--- src/rtl/hack_cpu_core.sv ---
// Hack-ISA execution core with its embedded Hack ALU.
// Executes one instruction per cycle from instruction ROM and holds its
// state while a data-memory access waits on mem_ready. A jump-to-self
// with an unconditional jump latches a sticky halt.

// Hack ALU: optional zero/negate on both operands, add or AND, optional output negate.
module alu (
    input  logic [15:0] x,
    input  logic [15:0] y,
    input  logic        zx,
    input  logic        nx,
    input  logic        zy,
    input  logic        ny,
    input  logic        f,
    input  logic        no,
    output logic [15:0] out,
    output logic        zr,
    output logic        ng
);
    logic [15:0] xs;
    logic [15:0] ys;
    logic [15:0] res;

    // Operand conditioning, function select and output negate.
    always_comb begin
        xs = x;
        if (zx) xs = '0;
        if (nx) xs = ~xs;
        ys = y;
        if (zy) ys = '0;
        if (ny) ys = ~ys;
        res = f ? (xs + ys) : (xs & ys);
        if (no) res = ~res;
        out = res;
    end

    assign zr = (out == '0);
    assign ng = out[15];
endmodule

module hack_cpu_core (
    input  logic        clk,
    input  logic        rst_n,
    input  logic [15:0] instr,
    input  logic [15:0] in_m,
    input  logic        mem_ready,
    output logic [15:0] out_m,
    output logic        write_m,
    output logic [14:0] addr_m,
    output logic [14:0] pc,
    output logic        halted
);
    logic [15:0] a_reg;
    logic [15:0] d_reg;
    logic [14:0] pc_reg;
    logic        halt_reg;

    logic        is_c;
    logic        sel_m;
    logic        dest_a;
    logic        dest_d;
    logic        dest_m;
    logic [2:0]  jmp;
    logic [15:0] alu_y;
    logic [15:0] alu_out;
    logic        alu_zr;
    logic        alu_ng;
    logic        take;
    logic        needs_mem;
    logic        stall;
    logic        halt_hit;
    logic [14:0] pc_inc;
    logic        unused_bits;

    assign is_c   = instr[15];
    assign sel_m  = instr[12];
    assign dest_a = instr[5];
    assign dest_d = instr[4];
    assign dest_m = instr[3];
    assign jmp    = instr[2:0];

    // instr[14:13] are don't-care in C-instructions; A[15] never addresses anything.
    assign unused_bits = &{1'b0, instr[14:13], a_reg[15]};

    assign alu_y = sel_m ? in_m : a_reg;

    alu u_alu (
        .x  (d_reg),
        .y  (alu_y),
        .zx (instr[11]),
        .nx (instr[10]),
        .zy (instr[9]),
        .ny (instr[8]),
        .f  (instr[7]),
        .no (instr[6]),
        .out(alu_out),
        .zr (alu_zr),
        .ng (alu_ng)
    );

    assign take      = is_c & ((jmp[2] & alu_ng) | (jmp[1] & alu_zr) | (jmp[0] & ~alu_ng & ~alu_zr));
    assign needs_mem = is_c & (sel_m | dest_m);
    assign stall     = needs_mem & ~mem_ready;
    assign halt_hit  = is_c & (jmp == 3'b111) & (a_reg[14:0] == pc_reg);
    assign pc_inc    = pc_reg + 15'd1;

    assign out_m   = alu_out;
    assign write_m = is_c & dest_m & ~halt_reg & rst_n;
    assign addr_m  = a_reg[14:0];
    assign pc      = pc_reg;
    assign halted  = halt_reg;

    // Architectural state update; frozen while stalled or halted.
    always_ff @(posedge clk or negedge rst_n) begin
        if (!rst_n) begin
            a_reg    <= '0;
            d_reg    <= '0;
            pc_reg   <= '0;
            halt_reg <= 1'b0;
        end else if (!halt_reg && !stall) begin
            if (!is_c) begin
                a_reg  <= {1'b0, instr[14:0]};
                pc_reg <= pc_inc;
            end else begin
                // PC target and halt compare both use the pre-edge A.
                if (dest_a) a_reg <= alu_out;
                if (dest_d) d_reg <= alu_out;
                pc_reg <= take ? a_reg[14:0] : pc_inc;
                if (halt_hit) halt_reg <= 1'b1;
            end
        end
    end
endmodule

--- config.mk ---
export PLATFORM = sky130hd
export DESIGN_NAME = hack_cpu_core
export DESIGN_NICKNAME = d
export VERILOG_FILES = /design/src/rtl/hack_cpu_core.sv
export SDC_FILE = /design/constraint.sdc
export NUM_CORES = 1
export LEC_CHECK = 0
export ABC_AREA = 1
export CORE_ASPECT_RATIO = 0.6
export CORE_UTILIZATION = 50
export DETAILED_ROUTE_END_ITERATION = 10
export PLACE_DENSITY = 0.79
export SLEW_MARGIN = 10
export SYNTH_ARGS = -nofsm -noshare
export SYNTH_HDL_FRONTEND = slang
export SYNTH_SLANG_ARGS = --single-unit
--- constraint.sdc ---
create_clock -name clk -period 9.3 [get_ports clk]
set_clock_uncertainty 0.05 [all_clocks]
set_input_delay 1.86 -clock clk [delete_from_list [all_inputs] [get_ports clk]]
set_output_delay 1.86 -clock clk [all_outputs]
set_load 0.01 [all_outputs]
==> metrics list <==
- Pin placement for this block handled 83 I/O pins.
- Post-CTS timing repair inserted 0 buffers for setup.
- First-pass GRT wire length: between 20,000 and 25,000 um
* Total number of vias: about 5,400
- Counting distinct cell types in the post-synthesis netlist gives 38.
* Detailed placement HPWL: around 12,000 um
- The worst-case IR drop observed on VDD is around 79 uV.
* Number of warning messages in the yosys log: 0
- Setup total negative slack on the finished layout was measured at 0 ns.
- Length of the first detailed-routing pass in iterations: 5
* Total number of H-tree levels: 2
- The initial utilization of the core area, before any placement, comes to 0.529.
- After clock tree synthesis, the repair step resized 0 gates.
* Dominant delay contributor by cell family on the critical path: buffers and inverters
- Flip-flop cell with the highest count after synthesis: sky130_fd_sc_hd__dfrtp_1
- Reported leakage power: 2.97 nW
- TritonCTS built the clock tree.
* Syn Inst Count: 800
- The total count of hold-check failures in the final report came to 0.
- Share of final-layout standard cells stronger than drive strength 1: 0.0402
* Final-stage net count: ~900
- For this block, the initial DRC count from the detailed router was 538.
* Last weighted congestion value of the routability-driven placer: about 0.93
- The region available for standard cell placement spans between 9000 and 10,000 sq um.
- Worst rel slew slack: 0.252
- Final clock period utilization by the worst path: 0.823
- Of the synthesized area, sequential elements account for 0.241.
- Clock-pin slew was measured on the worst setup and hold paths at 0.07 ns.
- # diodes: 0
* Remaining global-route overflow: 0
- Average detailed-routed wire length per instance: 15.5 um
- Of all flip-flops after synthesis, the portion carrying an async set or reset was 1.00.
- The synthesized design contains between 40 and 50 register bits.
* Maximum clock insertion buffer count: 2
- Class of the most critical setup path: in -> out
* Post-Route Hold Slack: 0.425 ns
* Endpoint class of the critical path: primary output
- The tree built by TritonCTS fans out to 48 sinks.
- The tool flagged a number of max-cap violations equal to 0.
* Width of the die: 131 um
- The slowest stage of the critical path belongs to the cell sky130_fd_sc_hd__inv_1.
* Post-synthesis net count: 853
- Height of the chip: a little under 80 um
- Port buffering added between 80 and 90 buffers.
- Setup repair after global routing left no endpoint under its margin.
- Number of fill cells in the layout: between 800 and 900
- Counting stages on the worst path, the most repeated cell is sky130_fd_sc_hd__nand3_1.
- After layout, the minimum clock period comes to 7.65 ns.
- Top cell type by total area after synthesis: sky130_fd_sc_hd__dfrtp_1
- Placement row count: 27
- For this run, the top clock speed supported by timing is 131 MHz.
* Worst path max stage delay: ~0.7 ns
* Most frequent cell after synthesis: sky130_fd_sc_hd__nand2_1
- Final std cell area, no fill: about 5900 sq um
- Critical path peak fanout: 33
- Hold crit path type: reg -> reg
- Critical path data required time: ~7.4 ns
* Number of buffer and inverter instances along the worst setup path: 4
* Max-slew violation count: 0
- Critical Path Start Type: input pin
* Cell area after synthesis: approximately 5000 sq um
- In the global route stage, overall resource usage came out at 0.305.
* Run status: complete, no violations
- Clock tree synthesis inserted a total of 5 buffers.
* Fraction of post-synthesis cell area in the top cell type by area: 0.241
- Antenna violations before repair: 0
- Number of antenna-violating nets in the routed design: 0
- Entering global routing, the biggest net connects 50 pins.
- The number of global-route vias before repair is approximately 4,900.
- In this run the clock root is driven by a sky130_fd_sc_hd__clkbuf_16.
- Synth top cells by count: 232 x sky130_fd_sc_hd__nand2_1, 112 x sky130_fd_sc_hd__inv_1, 105 x sky130_fd_sc_hd__nand3_1
* Via density per instance: 5.50
- The critical path goes through clkdlybuf4s50_1 -> inv_1 -> o21ai_0 -> xor2_1 -> ha_1 -> fa_1 -> nand2_1 -> a21oi_1 -> nand3_1 -> nand3_1 -> nand2_1 -> nand3_1 -> nand3_1 -> nand2_1 -> inv_1 -> clkdlybuf4s50_1.
- Number of synthesized flops with an enable pin: 0
* Remaining DRCs: 0
* Avg Synthesized Cell Area: between 6 and 7 sq um
- Full die area: about 10,000 sq um
- From synthesis to final layout, the design area changed by 17.9%.
- Cell types with the largest area share after synthesis: sky130_fd_sc_hd__dfrtp_1 24%, sky130_fd_sc_hd__nand2_1 17%, sky130_fd_sc_hd__nand3_1 11%
* Slew @ Worst Pin: 1.12 ns
* Post-cts hold buffer count: 0
* Post-Route Utilization: 0.624
- Sum of routed wire length over all layers: ~15,000 um
* Clk_lat worst skew: 0.30 ns
- Power density over the cells: 146 nW/um^2
- Summing all placed instances gives a cell area of 5730 sq um.
* Worst Path Arrival: around 5.7 ns
- Count of final setup violators: 0
where the power goes:
part           internal (mW)  leakage (nW)  switching [mW]
Combinational          0.165          2.35           0.256
Clock                  0.107        0.0691          0.0886
Sequential             0.225         0.551          0.0172
path summary, 6_finish.rpt:
check | from | endpoint | cells past startpoint | slack, ns
min reg2reg | d_reg[0]$_DFFE_PN0P_ | d_reg[0]$_DFFE_PN0P_ | 2 | 0.42
max reg2reg | a_reg[0]$_DFFE_PN0P_ | pc[2]$_DFFE_PN0P_ | 23 | 5.30
min | d_reg[0]$_DFFE_PN0P_ | d_reg[0]$_DFFE_PN0P_ | 2 | 0.42
max in group asynchronous | rst_n | d_reg[5]$_DFFE_PN0P_ | 2 | 7.12
max | instr[12] | out_m[12] | 16 | 1.65
min in group asynchronous | rst_n | pc[10]$_DFFE_PN0P_ | 2 | 1.62
cells by family after synthesis:
family          share of synthesized area
xor+xnor                            0.105
simple gates                        0.358
flops                               0.241
fa+ha+maj                          0.0467
compound gates                      0.108
buf+inv                             0.142
layout make-up:
cell class	instances	area (sq um)	share of cell area
flip-flops and latches	48	1200	0.204
repair buffers	86	846	0.144
clock buffers	6	139	0.0236
well taps	130	163	0.0277
clock inverters	2	15.0	0.00255
multi-input cells	588	3080	0.524
inverters	116	435	0.0741
layout by cell type (no fill, tap or decap), drive strengths merged, types with 9 or more instances in the layout:
master         count
a21oi             34
clkdlybuf4s50     81
dfrtp             48
ha                17
inv              114
nand2            238
nand3            108
nand4              9
nor2              38
o21ai             53
xnor2             11
xor2              48
tightest hold or removal path, stage by stage (launching register included):
cell	delay (ns)
sky130_fd_sc_hd__dfrtp_1	0.34
sky130_fd_sc_hd__nand2_1	0.05
sky130_fd_sc_hd__nand2_1	0.05
layer usage:
metal  track usage  up-vias  share of wire
li1              -     2616              -
met1         0.457     2465           0.48
met2         0.448      267           0.42
met3        0.0664       21          0.099
met4        0.0552        0         0.0096
met5             0        -              0
through the flow:
step | setup slack, ns | instances | total power [mW]
after floorplan | 3.23 | 800 | 0.529
after global placement | 1.86 | 968 | 0.648
after detailed placement | 1.74 | 968 | 0.659
after CTS | 1.73 | 976 | 0.853
after global routing | 1.38 | 976 | 0.917
final | 1.65 | 976 | 0.860
Note: power is estimated with default switching activity, not from simulation.
